--- config.mk ---
export PLATFORM = sky130hd
export DESIGN_NAME = umi_crossbar_arbiter
export DESIGN_NICKNAME = d
export VERILOG_FILES = /design/src/rtl/umi_crossbar_arbiter.sv
export SDC_FILE = /design/constraint.sdc
export NUM_CORES = 1
export LEC_CHECK = 0
export ABC_CLOCK_PERIOD_IN_PS = 2500
export CORE_MARGIN = 2
export CORE_UTILIZATION = 49
export CTS_BUF_LIST = sky130_fd_sc_hd__clkbuf_4 sky130_fd_sc_hd__clkbuf_8 sky130_fd_sc_hd__clkbuf_16
export CTS_CLUSTER_DIAMETER = 80
export CTS_CLUSTER_SIZE = 8
export DETAILED_ROUTE_END_ITERATION = 8
export PLACE_DENSITY = 0.77
export SKIP_LAST_GASP = 1
export SLEW_MARGIN = 20
export SYNTH_ARGS = -nofsm -noshare
export SYNTH_HDL_FRONTEND = slang
export SYNTH_SLANG_ARGS = --single-unit
--- constraint.sdc ---
create_clock -name clk -period 2.5 [get_ports clk]
set_input_delay 0.5 -clock clk [delete_from_list [all_inputs] [get_ports clk]]
set_output_delay 0.5 -clock clk [all_outputs]
set_load 0.02 [all_outputs]
--- src/rtl/umi_crossbar_arbiter.sv ---
// umi_crossbar_arbiter
//   Control stage ahead of the UMI crossbar. Each output port has its own
//   round-robin arbiter. The arbiter picks one requesting input and drives a
//   one-hot column of the select matrix. If the downstream port stalls a
//   granted beat, the grant is held until that beat transfers.
//
// Ports
//   clk         clock
//   nreset      async active-low reset
//   in_valid    [N]    input j has a transaction pending
//   in_request  [N*N]  bit [i*N+j]: input j targets output i
//   in_ready    [N]    input j accepted this cycle
//   out_valid   [N]    output i carries a valid transaction
//   out_ready   [N]    downstream of output i can accept
//   sel         [N*N]  one-hot grant per output; [i*N+:N] selects input for output i
//
// Per-output hold state
//   state   | meaning
//   --------+-----------------------------------------------------------
//   ST_OPEN | no pending beat; arbitrate from ptr each cycle
//   ST_HOLD | granted beat stalled; grant frozen to gnt_q until transfer

module umi_crossbar_arbiter #(
   parameter        TARGET  = "DEFAULT",
   parameter int    N       = 4,
   parameter        ARBMODE = "ROUNDROBIN"
) (
   input  logic             clk,
   input  logic             nreset,
   input  logic [N-1:0]     in_valid,
   input  logic [N*N-1:0]   in_request,
   output logic [N-1:0]     in_ready,
   output logic [N-1:0]     out_valid,
   input  logic [N-1:0]     out_ready,
   output logic [N*N-1:0]   sel
);

   localparam int PW        = (N > 1) ? $clog2(N) : 1;
   localparam bit FIXED_PRI = (ARBMODE == "FIXED");

   typedef enum logic {
      ST_OPEN = 1'b0,
      ST_HOLD = 1'b1
   } hold_state_t;

   // Per-output contribution to in_ready, flattened like sel.
   logic [N*N-1:0] rdy_flat;

   for (genvar i = 0; i < N; i++) begin : g_out
      hold_state_t     state, state_nxt;
      logic [PW-1:0]   ptr, ptr_nxt, start, gnt_idx, ptr_inc;
      logic [N-1:0]    gnt_q, gnt_q_nxt;
      logic [N-1:0]    req, gnt, gnt_rr;
      logic [N-1:0]    rot_req, rot_gnt;
      logic [2*N-1:0]  req_dbl, gnt_dbl;
      logic            vld;

      assign req   = in_request[i*N +: N] & in_valid;
      assign start = FIXED_PRI ? '0 : ptr;

      // Rotate so the priority input sits at bit 0, pick the lowest set
      // bit, then rotate back. The doubled vector provides the wrap.
      assign req_dbl = {req, req} >> start;
      assign rot_req = req_dbl[N-1:0];
      assign rot_gnt = rot_req & (-rot_req);
      assign gnt_dbl = {rot_gnt, rot_gnt} << start;
      assign gnt_rr  = gnt_dbl[2*N-1:N];

      // A held grant is masked with the live request so that a dropped
      // in_valid deasserts out_valid instead of forwarding a stale beat.
      assign gnt = (state == ST_HOLD) ? (gnt_q & req) : gnt_rr;
      assign vld = |gnt;

      always_comb begin
         gnt_idx = '0;
         for (int k = 0; k < N; k++) begin
            if (gnt[k]) gnt_idx = PW'(k);
         end
      end

      assign ptr_inc = (gnt_idx == PW'(N-1)) ? '0 : gnt_idx + PW'(1);

      always_comb begin
         state_nxt = state;
         ptr_nxt   = ptr;
         gnt_q_nxt = gnt_q;
         if (vld && !out_ready[i]) begin
            state_nxt = ST_HOLD;
            gnt_q_nxt = gnt;
         end else if (vld) begin
            state_nxt = ST_OPEN;
            gnt_q_nxt = '0;
            if (!FIXED_PRI) ptr_nxt = ptr_inc;
         end else begin
            state_nxt = ST_OPEN;
            gnt_q_nxt = '0;
         end
      end

      always_ff @(posedge clk or negedge nreset) begin
         if (!nreset) begin
            state <= ST_OPEN;
            ptr   <= '0;
            gnt_q <= '0;
         end else begin
            state <= state_nxt;
            ptr   <= ptr_nxt;
            gnt_q <= gnt_q_nxt;
         end
      end

      assign sel[i*N +: N]      = gnt;
      assign out_valid[i]       = vld;
      assign rdy_flat[i*N +: N] = gnt & {N{out_ready[i]}};
   end

   always_comb begin
      in_ready = '0;
      for (int i = 0; i < N; i++) begin
         in_ready = in_ready | rdy_flat[i*N +: N];
      end
   end

endmodule
---- Word-level counts from Yosys, hierarchy flattened ----
Index checks and enable logic that the tools add are counted.
storage, ports and cells
  flip-flop bits (word level) ............. 28
  output and inout bits ................... 24
cells by class
  $add $sub $neg .......................... 8
  eq/ne operators ......................... 4
  shifts and indexed selects .............. 8
  mux-type cells .......................... 28
  bitwise logic cells ..................... 23
  reduce and logical (&&, ||, !) cells .... 16
operators by type and width
  kind                                                            number
  4-bit bitwise AND                                               16
  4-bit 2-to-1 mux                                                8
  8-bit by 2-bit left shift with 8-bit output                     4
  8-bit by 2-bit right shift with 4-bit output                    4
  2-bit 2-to-1 mux                                                12
  4-bit negator                                                   4
  4-bit OR reduction                                              4
  4-bit bitwise OR                                                3
  2-bit by 1-bit adder with 2-bit output (second input constant)  4
  2-bit == test (second input constant)                           4
  1-bit 2-to-1 mux                                                8
  2-bit AND reduction                                             4
  1-bit logical AND                                               4
  1-bit zero test                                                 4
  1-bit NOT                                                       4

---- Longest topological paths before layout ----
Gate-level depths: netlist of the first run.
  depth after elaboration ................. 11
  gate-level depth with buffers ........... 6
  gate-level depth less buffers ........... 5

---- Worst setup path before layout of the first run ----
OpenSTA, ideal clock, no wires.
  path kind ............................... in2out
  start ................................... in in_valid[2]
  end ..................................... out in_ready[0]
  arrival ................................. 2.045 ns
  required time ........................... 2.000 ns
  setup slack ............................. -0.045 ns
  cell stages on the path ................. 6
  path buffers ............................ 1
  path through ............................ buf_6 > and3b_4 > or4b_4 > a32oi_4 > a22oi_1 > nand3_1
on the way
  cells in the longest elaborated chain, start to end .. 10
  elaborated cells between the ends (all ways) .. 31
  those cells by class .................... 4 x add/sub; 8 x shift; 4 x mux; 15 x bitwise
RTL lines
  item                                            line  source
  start, declared                                 30    input logic [N-1:0] in_valid,
  4-bit bitwise AND *                             58    assign req = in_request[i*N +: N] & in_valid;
  8-bit by 2-bit right shift with 4-bit output *  63    assign req_dbl = {req, req} >> start;
  4-bit negator                                   65    assign rot_gnt = rot_req & (-rot_req);
  4-bit bitwise AND *                             65
  8-bit by 2-bit left shift with 8-bit output *   66    assign gnt_dbl = {rot_gnt, rot_gnt} << start;
  4-bit 2-to-1 mux *                              71    assign gnt = (state == ST_HOLD) ? (gnt_q & req) : gnt_rr;
  net sel[0]                                      35    output logic [N*N-1:0] sel
  4-bit bitwise AND *                             114   assign rdy_flat[i*N +: N] = gnt & {N{out_ready[i]}};
  4-bit bitwise OR * (3 in series)                120   in_ready = in_ready | rdy_flat[i*N +: N];
  end, declared                                   32    output logic [N-1:0] in_ready,
Mark *: on every way through the listed nets, which the timed path passes. The rest lies on a longest branch.

---- Worst setup path in the final report of the first run ----
  start ................................... in in_valid[0]
  end ..................................... out out_valid[2]
on the way
  cells in the longest elaborated chain, start to end .. 7
  elaborated cells between the ends (all ways) .. 8
  those cells by class .................... 1 x add/sub; 2 x shift; 1 x mux; 3 x bitwise; 1 x reduce/logical
RTL lines
  item                                          line  source
  4-bit bitwise AND *                           58
  8-bit by 2-bit right shift with 4-bit output  63
  4-bit negator                                 65
  4-bit bitwise AND                             65
  8-bit by 2-bit left shift with 8-bit output   66
  4-bit 2-to-1 mux *                            71
  4-bit OR reduction *                          72    assign vld = |gnt;
  end, declared                                 33    output logic [N-1:0] out_valid,
Mark *: on every way between the ends. The rest lies on a longest branch, timed or not.

==> results of run 1 <==
-- worst paths after layout --
path | from | to | depth (start not counted)
min reg2reg | g_out[2].gnt_q[0] | g_out[2].gnt_q[0] | 2
max | in_valid[0] | out_valid[2] | 8
max in group asynchronous | nreset | g_out[3].state | 2
min | nreset | g_out[0].gnt_q[1] | 2
min in group clk | g_out[2].gnt_q[0] | g_out[2].gnt_q[0] | 2
max reg2reg | g_out[0].ptr[0] | g_out[0].ptr[1] | 8
-- report_power, final --
part           internal [mW]  switching, mW
Combinational          0.927          0.808
Clock                  0.141          0.155
Sequential             0.560          0.132
Total                   1.63           1.10
-- cell usage after synthesis, types with 3 or more instances --
| library cell | count |
|---|---|
| a21boi_1 | 4 |
| nor3_1 | 3 |
| inv_1 | 11 |
| clkbuf_1 | 5 |
| nand2b_1 | 4 |
| o21bai_1 | 4 |
| a31oi_1 | 5 |
| a22oi_1 | 7 |
| nor2_1 | 6 |
| a21oi_1 | 7 |
| nand4_1 | 3 |
| nand3b_1 | 6 |
| o211ai_1 | 4 |
| nand3_1 | 6 |
| nor2b_1 | 21 |
| nand2_1 | 27 |
| buf_4 | 5 |
| dfrtp_1 | 28 |
| a221oi_2 | 3 |
| o211a_1 | 3 |
| o2bb2ai_1 | 3 |
| o21ai_0 | 3 |
-- timing repair --
item	4_1_cts	5_1_grt
pin swaps	32	13
setup buffers	12	4
gates cloned	0	0
gates resized for setup	136	30
hold endpoints to repair	0	0
setup endpoints to repair	24	18
-- layout make-up --
class | count | share of cell area
tap | 50 | 0.0186
inverter | 11 | 0.0123
clock buffer | 4 | 0.0164
multi-input combinational | 163 | 0.405
timing repair buffer | 136 | 0.339
sequential | 28 | 0.209
-- layout by cell type (no fill, tap or decap), types with 5 or more instances in the layout --
| cell | synthesis | final |
|---|---|---|
| buf_4 | 5 | 82 |
| dfrtp_1 | 28 | 27 |
| dlygate4sd2_1 | 0 | 24 |
| nand2_2 | 1 | 7 |
| inv_1 | 11 | 11 |
| clkdlybuf4s50_1 | 0 | 5 |
| nand3b_1 | 6 | 6 |
| buf_6 | 2 | 15 |
| nand2_1 | 27 | 17 |
| nor2b_1 | 21 | 20 |
| a21oi_1 | 7 | 5 |
| nor2_1 | 6 | 6 |
-- worst max-delay path, stage by stage --
cell      delay [ps]
buf_2            210
buf_4            170
nand2_1           70
o221ai_1         250
a221oi_2         100
buf_4            160
or4_4            480
buf_4            170
-- logic make-up after synthesis --
kind of cell    Yosys count
compound gates           66
buf+inv                  25
flops                    28
simple gates             97
-- flip-flops by register name, summed over array words and instances (netlist names) --
name         count
g_out.gnt_q     16
g_out.ptr        8
g_out.state      4
-- metal layers --
| layer | wire, um | share of wire | GRT usage | vias up |
|---|---|---|---|---|
| li1 | - | - | - | 1053 |
| met1 | 2920 | 0.41 | 0.374 | 1137 |
| met2 | 3510 | 0.50 | 0.505 | 105 |
| met3 | 480 | 0.068 | 0.0383 | 14 |
| met4 | 140 | 0.020 | 0.120 | 0 |
| met5 | 0 | 0 | 0 | - |
-- stage by stage --
step	hold slack (ps)	setup WS [ps]	area, um2
2_1_floorplan	204	7.43	2000
3_3_place_gp	580	-823	3010
3_5_place_dp	582	-855	3010
4_1_cts	609	-188	3260
5_1_grt	616	-220	3360
6_report	597	-128	3360
==> results by group, run 1 <==
Worst setup path
  – Worst EP required: about 2000 ps
  – CP Class: primary input to output port
  – Critical Path AT: about 2100 ps
  – Crit path capture type: output port
  – Worst-path fanout max: 6
  – Startpoint Class: primary input
  – Worst reg-to-reg setup slack: around 460 ps

Placement
  – HPWL Detailed: 4460 um
  – Placed cell count: ~370
  – Routability congestion estimate: 0.872
  – Port Buf Inserts: between 40 and 50

Yosys
  – #FFs+latches synth: 28
  – Post-synthesis async set-or-reset flop share: 1.00
  – Mapped cell area: 1980 um2
  – Post-synth cell types: 58
  – Multiplexer area fraction after synthesis: 0
  – Ranking of synthesized cells by area: dfrtp_1 35%, nor2b_1 6.6%, nand2_1 5.1%
  – XOR/XNOR share of the synthesized area: 0
  – Warnings from Yosys: 0
  – Post-synth EDFFs: 0
  – Net Count, Synth: approximately 240
  – Largest family of logic cells by synthesized area: simple AND/OR/NAND/NOR gates
  – Synth top area share: 0.354
  – Compound-Gate Fraction of Synth Area: 0.290
  – Top FF cell, synth: dfrtp_1
  – Sequential element share of the synthesized area: 0.354
  – Mapped Cells: 216
  – Synth area leader: dfrtp_1
  – Post-synthesis adder-cell area fraction: 0
  – Avg Synthesized Cell Area: about 9.2 um2
  – Simple-gate share of the synthesized area: 0.291

Drt
  – Routed vias/inst: 5.89
  – Final wirelength: between 7000 and 8000 um
  – First DRT Iteration DRCs: 196
  – Drc violations: 0
  – Post-route ant nets: 0
  – Avg WL per Cell: 18.0 um
  – DR pass1 iterations: 4
  – Via count: around 2,300

Timing
  – Worst relative slew slack: 0.737
  – Final Cycle Share: 1.05
  – Minimum period implied by the final worst setup slack: 2630 ps
  – Fmax: 381 MHz
  – RSZ-0062 raised after global routing: yes
  – Setup Skew: 4.45 ps
  – PnR worst setup slack: -128 ps
  – Slew @ Worst Pin: 395 ps
  – Final hold vios: 0
  – Final setup fails: 6
  – Final TNS setup: -331 ps
  – Count of pins over their slew limit: 0

Clock network
  – CTS root buffer: clkbuf_8
  – Hold_buf cts: 0
  – Worst-skew pair later-pin latency: 280 ps
  – TritonCTS Buffers: 3
  – Clk buf depth: 2
  – H-tree depth: 1
  – Clk slew on worst S/H paths: 110 ps
  – Clock sinks: 28
  – CTS tree: built

Finish
  – Area delta synth->final: 69.4%
  – Nets: 369
  – Final core occ: 0.851
  – Multi-input logic area: 1360 um2
  – Fill cells: 210
  – Layout cells sized above 1: 0.477
  – Fin cells: between 300 and 400
  – Number of antenna diodes: 0
  – Reg area: 702 um2

Floorplan
  – Core ar.: 3940 um2
  – Initial Utilization: 0.502
  – Die Y: 67.6 um
  – Row count: 23
  – Die Area: 4570 um2
  – Die width: 67.6 um
  – Ports: 50

Global route
  – Initial antenna violation count: 0
  – GRT overflow: 0
  – Gr usage total: 0.295
  – Vias in the first global route: 2,218
  – First-pass GRT wire length: 10,200 um
  – Pin count of the biggest net entering global routing: 29

Outcome
  – Failing checks: setup timing
  – Status: finished with violations

Run
  – Max-Cap Viols: 0

Power and ir drop
  – PwrDens: ~800 nW/um2
  – Cell leakage power: around 1.6 nW
  – Maximum vdd drop: 0.617 mV
  – Overall Power: between 2 and 3 mW

Hold path
  – Hold Path Class: primary input to async pin
Note: power is estimated with default switching activity, not from simulation.
==> run 2, diff against run 1 <==
--- a/config.mk
+++ b/config.mk
@@ -12,6 +12,7 @@
 export CTS_CLUSTER_DIAMETER = 80
 export CTS_CLUSTER_SIZE = 8
 export DETAILED_ROUTE_END_ITERATION = 8
+export MAX_ROUTING_LAYER = met4
 export PLACE_DENSITY = 0.77
 export SKIP_LAST_GASP = 1
 export SLEW_MARGIN = 20
==> constraint.sdc (replaced) <==
create_clock -name clk -period 2.5 [get_ports clk]
set_input_delay 0.625 -clock clk [delete_from_list [all_inputs] [get_ports clk]]
set_output_delay 0.625 -clock clk [all_outputs]
set_load 0.02 [all_outputs]
==> run 2 against run 1 <==
Net effect:
- the flow now stops in global routing (5_1_grt)
- area after synthesis unchanged
- synthesized cell count did not move
==> results by group, run 2 <==
Clock network
  – TritonCTS Buffers: 3
  – Clk buf depth: 2
  – Clock sinks: 28
  – H-tree depth: 1
  – CTS root buffer: clkbuf_8

Yosys
  – Sequential element share of the synthesized area: 0.354
  – Post-synth EDFFs: 0
  – Synth top area share: 0.354
  – XOR/XNOR share of the synthesized area: 0
  – Largest family of logic cells by synthesized area: simple AND/OR/NAND/NOR gates
  – Post-synthesis adder-cell area fraction: 0
  – Multiplexer area fraction after synthesis: 0
  – Simple-gate share of the synthesized area: 0.291
  – Synth top cells by count: 28 x dfrtp_1, 27 x nand2_1, 21 x nor2b_1, 11 x inv_1
  – Net Count, Synth: 242
  – #FFs+latches synth: 28
  – Avg Synthesized Cell Area: around 9.2 um2
  – Synth area leader: dfrtp_1
  – Warnings from Yosys: 0
  – Mapped Cells: 216
  – Post-synth cell types: 58
  – Ranking of synthesized cells by area: dfrtp_1 35%, nor2b_1 6.6%, nand2_1 5.1%
  – Post-synthesis async set-or-reset flop share: 1.00
  – Top FF cell, synth: dfrtp_1
  – Most common cell in the netlist: dfrtp_1
  – Compound-Gate Fraction of Synth Area: 0.290
  – Mapped cell area: 1980 um2

Floorplan
  – Die width: approximately 68 um
  – Die Y: 67.6 um
  – Ports: 50
  – Initial Utilization: 0.502
  – Row count: 23

Global route
  – Initial antenna violation count: 0
  – Pin count of the biggest net entering global routing: 29

Outcome
  – Status: stopped before the end
  – Tool error message: [ERROR DPL-0033] detailed placement checks failed during check placement.
  – Stop stage: global routing (5_1_grt)

Placement
  – Routability congestion estimate: about 0.82
  – HPWL Detailed: 4920 um
  – Port Buf Inserts: 49

Timing
  – Worst endpoint after global-route timing repair: in_ready[1]
  – WEP type: primary output
==> run 2: cell families after synthesis <==
logic type / count (synthesis)
and+or+nand+nor: 97
buffers and inverters: 25
DFF: 28
AOI/OAI and AO/OA: 66
==> run 2: per-stage QoR <==
stage | hold slack [ps] | setup WS, ps | cells | area [um2] | utilization
2_1_floorplan | 329 | -147 | 216 | 2170 | -
3_3_place_gp | 590 | -1100 | 378 | 3200 | 0.811
3_5_place_dp | 657 | -1150 | 378 | 3200 | 0.811
4_1_cts | 661 | -238 | 408 | 3640 | 0.923
==> run 2: what timing repair did <==
action                     CTS
setup buffers               26
hold endpoints to repair     0
resized for setup          219
hold buffers                 0
pin swaps                   42
setup endpoints to repair   24
==> run 3, diff against run 2 <==
==> config.mk (replaced) <==
export PLATFORM = sky130hd
export DESIGN_NAME = umi_crossbar_arbiter
export DESIGN_NICKNAME = d
export VERILOG_FILES = /design/src/rtl/umi_crossbar_arbiter.sv
export SDC_FILE = /design/constraint.sdc
export NUM_CORES = 1
export LEC_CHECK = 0
export ABC_CLOCK_PERIOD_IN_PS = 2500
export CORE_MARGIN = 2
export CORE_UTILIZATION = 40
export DETAILED_ROUTE_END_ITERATION = 8
export PLACE_DENSITY_LB_ADDON = 0.15
export SKIP_LAST_GASP = 1
export SLEW_MARGIN = 20
export SYNTH_ARGS = -nofsm -noshare
export SYNTH_HDL_FRONTEND = slang
export SYNTH_SLANG_ARGS = --single-unit
==> run 3 against run 2 <==
Net effect:
- the flow now finishes, with violations (setup timing)
==> results by group, run 3 (synthesis results as in run 1) <==
Timing
  – Final setup fails: 10
  – Count of pins over their slew limit: 0
  – RSZ-0062 raised after global routing: yes
  – Final TNS setup: -1350 ps
  – Final Cycle Share: 1.08
  – Worst relative slew slack: 0.745
  – Setup Skew: 4.83 ps
  – Slew @ Worst Pin: 382 ps
  – WHS: 703 ps
  – Final hold vios: 0
  – Fmax: 369 MHz
  – Minimum period implied by the final worst setup slack: 2710 ps
  – PnR worst setup slack: -212 ps

Finish
  – Number of antenna diodes: 0
  – Most frequent cells in the layout: 89 x buf_4, 31 x buf_6, 25 x dfrtp_1, 20 x nor2b_1, 15 x nand2_1
  – Area delta synth->final: 86.0%
  – Most common cell after layout, fill and taps aside: buf_4
  – Register bank with the most flops: g_out.gnt_q
  – Largest registers: g_out.gnt_q (16), g_out.ptr (8), g_out.state (4)
  – Layout cells sized above 1: 0.612
  – Largest register FFs: 16
  – Nets: roughly 390

Clock network
  – H-tree depth: 1
  – CTS root buffer: clkbuf_8
  – Worst-skew pair later-pin latency: 270 ps
  – CTS tree: built
  – Clock sinks: 28
  – TritonCTS Buffers: 3
  – Clk buf depth: 2
  – Clk slew on worst S/H paths: 100 ps

Worst setup path
  – Worst EP required: between 1500 and 2000 ps
  – Critical Path AT: ~2100 ps
  – Startpoint Class: register
  – Crit path capture type: output port
  – Most frequent CP cell: buf_6
  – Worst reg-to-reg setup slack: 500 ps
  – Slowest cell on the critical path: or4_4
  – Worst-path fanout max: 3
  – CP Class: register to output port
  – Critical-path cell list: buf_6 -> nand3b_4 -> buf_4 -> a32oi_2 -> a21oi_2 -> or4_4 -> buf_6
  – Crit-path max cell delay: 560 ps

Drt
  – Drc violations: 0
  – Final wirelength: 7130 um
  – First DRT Iteration DRCs: 177
  – DR pass1 iterations: 4
  – Avg WL per Cell: 16.6 um
  – Via count: approximately 2,300
  – Post-route ant nets: 0
  – Routed vias/inst: 5.31

Floorplan
  – Core ar.: roughly 4800 um2
  – Die Y: approximately 74 um
  – Row count: 25
  – Die Area: 5530 um2
  – Die width: 74.4 um
  – Ports: 50
  – Initial Utilization: 0.417

Placement
  – Port Buf Inserts: between 40 and 50
  – HPWL Detailed: 4690 um
  – DP Worst Slack: -1140 ps
  – Routability congestion estimate: 0.848

Global route
  – Grt met3 use: 0.0257
  – Global Route met1 Usage: 0.340
  – First-pass GRT wire length: 10,700 um
  – Vias in the first global route: 2,260
  – Pin count of the biggest net entering global routing: 29
  – Initial antenna violation count: 0
  – Met2 usage: 0.434
  – GRT overflow: 0
  – Top Usage Layer GRT: met2
  – Gr usage total: 0.251

Power and ir drop
  – PwrDens: a little over 800 nW/um2
  – Maximum vdd drop: 0.444 mV
  – Cell leakage power: between 1.5 and 2 nW

Run
  – Max-Cap Viols: 0

Hold path
  – Hold Path Class: register to register

Outcome
  – Status: finished with violations
  – Failing checks: setup timing
run 3: cell type report:
type                    instances  area, um2
repair buffers                156       1300
fillers                       330       1070
clock buffers                   3       41.3
multi-input cells             163       1520
flip-flops and latches         28        704
inverters                      11       41.3
well taps                      67       83.8
run 3: critical path, delay by kind of cell (launching register included):
kind            cells  cell delay, ps
simple gates        2             720
buf+inv             3             430
flops               1             400
compound gates      2             270
run 3: metrics by stage:
stage / area (um2) / utilization / power, mW / instances
6_report: 3680 / 0.775 / 2.97 / 428
5_1_grt: 3680 / 0.775 / 3.13 / 428
4_1_cts: 3580 / 0.753 / 2.76 / 414
3_5_place_dp: 3200 / 0.674 / 2.30 / 393
3_3_place_gp: 3200 / 0.674 / 2.28 / 393
2_1_floorplan: 2170 / - / 1.65 / 216
run 3: what timing repair did:
action                     4_1_cts  5_1_grt
hold buffers                     0        0
buffers inserted                18       16
setup endpoints to repair       24       23
resized for setup              213       45
pin swaps                       45       34
run 3: metal layers:
layer	vias to the layer above	part of all wire
met4	0	0.012
met1	1129	0.44
li1	1092	-
met5	-	0
met2	46	0.53
met3	6	0.024
run 3: worst paths after layout:
check,endpoint,depth (start not counted),startpoint
setup / recovery,out_valid[0],7,g_out[0].ptr[0]
hold / removal,g_out[1].ptr[0],2,g_out[1].ptr[0]
setup reg to reg,g_out[0].ptr[1],9,g_out[0].ptr[0]
hold reg to reg,g_out[1].ptr[0],2,g_out[1].ptr[0]
max in group asynchronous,g_out[3].state,2,nreset
min in group asynchronous,g_out[0].gnt_q[1],2,nreset
run 3: report_power, final:
part	switching, mW	internal, mW	total [mW]
clock	0.142	0.108	0.250
sequential	0.126	0.563	0.689
combinational	0.923	1.11	2.03
==> run 4, diff against run 3 <==
--- a/config.mk
+++ b/config.mk
@@ -9,7 +9,7 @@
 export CORE_MARGIN = 2
 export CORE_UTILIZATION = 40
 export DETAILED_ROUTE_END_ITERATION = 8
-export PLACE_DENSITY_LB_ADDON = 0.15
+export PLACE_DENSITY = 0.7
 export SKIP_LAST_GASP = 1
 export SLEW_MARGIN = 20
 export SYNTH_ARGS = -nofsm -noshare
==> run 4 against run 3 <==
Net effect:
- the flow still finishes with violations (setup timing)
- die area is the same
- clock skew shrank 1.5 ps
- via count grew 7.3%
- critical path depth grew 2
- sequential power grew 5.2%
- critical path type is now primary input to output port
- global-route usage grew 1.3 points
- first-iteration DRC count grew 11%
==> results by group, run 4 (synthesis results as in run 1) <==
Global route
  – Vias in the first global route: 2,362
  – Gr usage total: 0.265
  – GRT overflow: 0
  – Initial antenna violation count: 0
  – Pin count of the biggest net entering global routing: 29
  – First-pass GRT wire length: around 11,000 um

Drt
  – Drc violations: 0
  – WL met3: 350 um
  – Routed met2 length: between 4000 and 5000 um
  – First DRT Iteration DRCs: slightly below 200
  – DR pass1 iterations: 4
  – Metal1 wirelength: approximately 3300 um
  – Routed vias/inst: 5.52
  – Final wirelength: between 8000 and 9000 um
  – Avg WL per Cell: 18.5 um
  – Post-route ant nets: 0
  – Top sig layer: met4
  – Via count: 2,440

Placement
  – HPWL Detailed: just over 5000 um
  – Port Buf Inserts: 49
  – DP Worst Slack: -1170 ps
  – Routability congestion estimate: 0.834
  – Cell Area, Placed: between 3000 and 4000 um2

Floorplan
  – Die Area: about 5500 um2
  – Core ar.: 4750 um2
  – Row count: 25
  – Die width: approximately 74 um
  – Die Y: 74.4 um
  – Initial Utilization: 0.417
  – Ports: 50

Finish
  – Most frequent cells in the layout: 93 x buf_4, 44 x buf_6, 23 x dfrtp_1, 21 x nor2b_1, 13 x buf_2
  – Most common cell after layout, fill and taps aside: buf_4
  – Register bank with the most flops: g_out.gnt_q
  – Area delta synth->final: 96.8%
  – Largest register FFs: 16
  – Layout Cell Area excl Fill: 3900 um2
  – Nets: about 400
  – Largest registers: g_out.gnt_q (16), g_out.ptr (8), g_out.state (4)
  – Layout cells sized above 1: 0.637
  – Number of antenna diodes: 0

Clock network
  – CTS tree: built
  – Clk buf depth: 2
  – Worst-skew pair later-pin latency: 270 ps
  – Hold_buf cts: 0
  – H-tree depth: 1
  – CTS root buffer: clkbuf_8
  – Clock sinks: 28
  – TritonCTS Buffers: 3
  – Clk slew on worst S/H paths: 90 ps

Power and ir drop
  – Internal power: 1.81 mW
  – Comb pwr share: 0.680
  – PwrDens: slightly below 800 nW/um2
  – Cell leakage power: 1.79 nW
  – Maximum vdd drop: 0.451 mV
  – Register share of total power: 0.239
  – Sw Pwr: about 1.2 mW
  – Switching Fraction: 0.405
  – Overall Power: 3.04 mW
  – Clock power share: 0.081

Outcome
  – Failing checks: setup timing
  – Status: finished with violations

Timing
  – Slew @ Worst Pin: 406 ps
  – PnR worst setup slack: -303 ps
  – Final Cycle Share: 1.12
  – Setup Skew: 3.30 ps
  – Fmax: approximately 360 MHz
  – Final hold vios: 0
  – Worst relative slew slack: 0.729
  – Count of pins over their slew limit: 0
  – Final setup fails: 13
  – Minimum period implied by the final worst setup slack: 2800 ps
  – WHS: 629 ps
  – RSZ-0062 raised after global routing: yes

Worst setup path
  – CP Class: primary input to output port
  – Crit path capture type: output port
  – Critical Path AT: 2180 ps
  – Worst-path fanout max: 4
  – Critical-path cell list: buf_12 -> buf_4 -> nand2_1 -> o31ai_4 -> o22ai_4 -> buf_4 -> a222oi_1 -> nand2_1 -> buf_6
  – Worst EP required: 1880 ps
  – Worst path bufs/invs: 4
  – Logic depth of the worst path, buffers included: 9
  – Reg2reg path depth: 8
  – Slowest cell on the critical path: a222oi_1
  – Crit-path max cell delay: 350 ps
  – Worst path top cell family by delay: compound AO/OA/AOI/OAI gates
  – Startpoint Class: primary input

Hold path
  – Hold path cells: 1
  – Hold Path Class: register to register

Run
  – Max-Cap Viols: 0
## run 4: cell types whose count changed in the layout (fill, tap and decap cells not counted), sizes merged
cell / before / now
clkbuf: 13 / 7
clkdlybuf4s15: 3 / 5
buf: 135 / 153
## run 4: final timing paths
check | start | to | slack [ps]
worst max-delay path | in_valid[2] | in_ready[1] | -300
worst min-delay path | g_out[0].ptr[1] | g_out[0].ptr[1] | 630
worst max register to register | g_out[0].ptr[0] | g_out[0].ptr[1] | 410
worst min register to register | g_out[0].ptr[1] | g_out[0].ptr[1] | 630
max in group asynchronous | nreset | g_out[3].state | 1470
min in group asynchronous | nreset | g_out[2].state | 730
## run 4: repair_timing
item | in CTS | in global routing
pin swaps | 42 | 40
setup buffers | 25 | 16
gates resized for setup | 218 | 64
setup endpoints to repair | 25 | 21
## run 4: metal layers
metal / GRT usage / vias to the layer above
met5: 0 / -
met2: 0.483 / 92
li1: - / 1117
met4: 0.0496 / 0
met1: 0.345 / 1207
met3: 0.0217 / 24
## run 4: layout make-up
type                       count  area, um2
clock buffer                   3       41.3
fill                         296        857
inverter                      11       41.3
multi-input combinational    163       1560
sequential                    28        707
tap                           67       83.8
timing repair buffer         170       1460
## run 4: metrics by stage
stage,utilization,TNS (ps),cells
global route,0.820,-2270,442
global placement,0.687,-23670,401
detailed placement,0.687,-24450,401
CTS,0.766,-1520,428
floorplan,-,-448,216
finish,0.820,-1870,442
## run 4: power by group through the flow
stage	clock network (mW)	logic (mW)	registers [mW]
floorplan	0	0.986	0.660
global route	0.268	2.18	0.739
finish	0.247	2.07	0.725
global placement	0	1.63	0.695
detailed placement	0	1.66	0.695
CTS	0.252	1.85	0.698
## run 4: worst register-to-register path: stages (launching register included)
cell	delay [ps]
dfrtp_1	410
and3b_4	240
or4b_4	500
a32oi_4	270
buf_6	140
buf_4	90
buf_4	90
o21ai_1	50
a32o_1	200
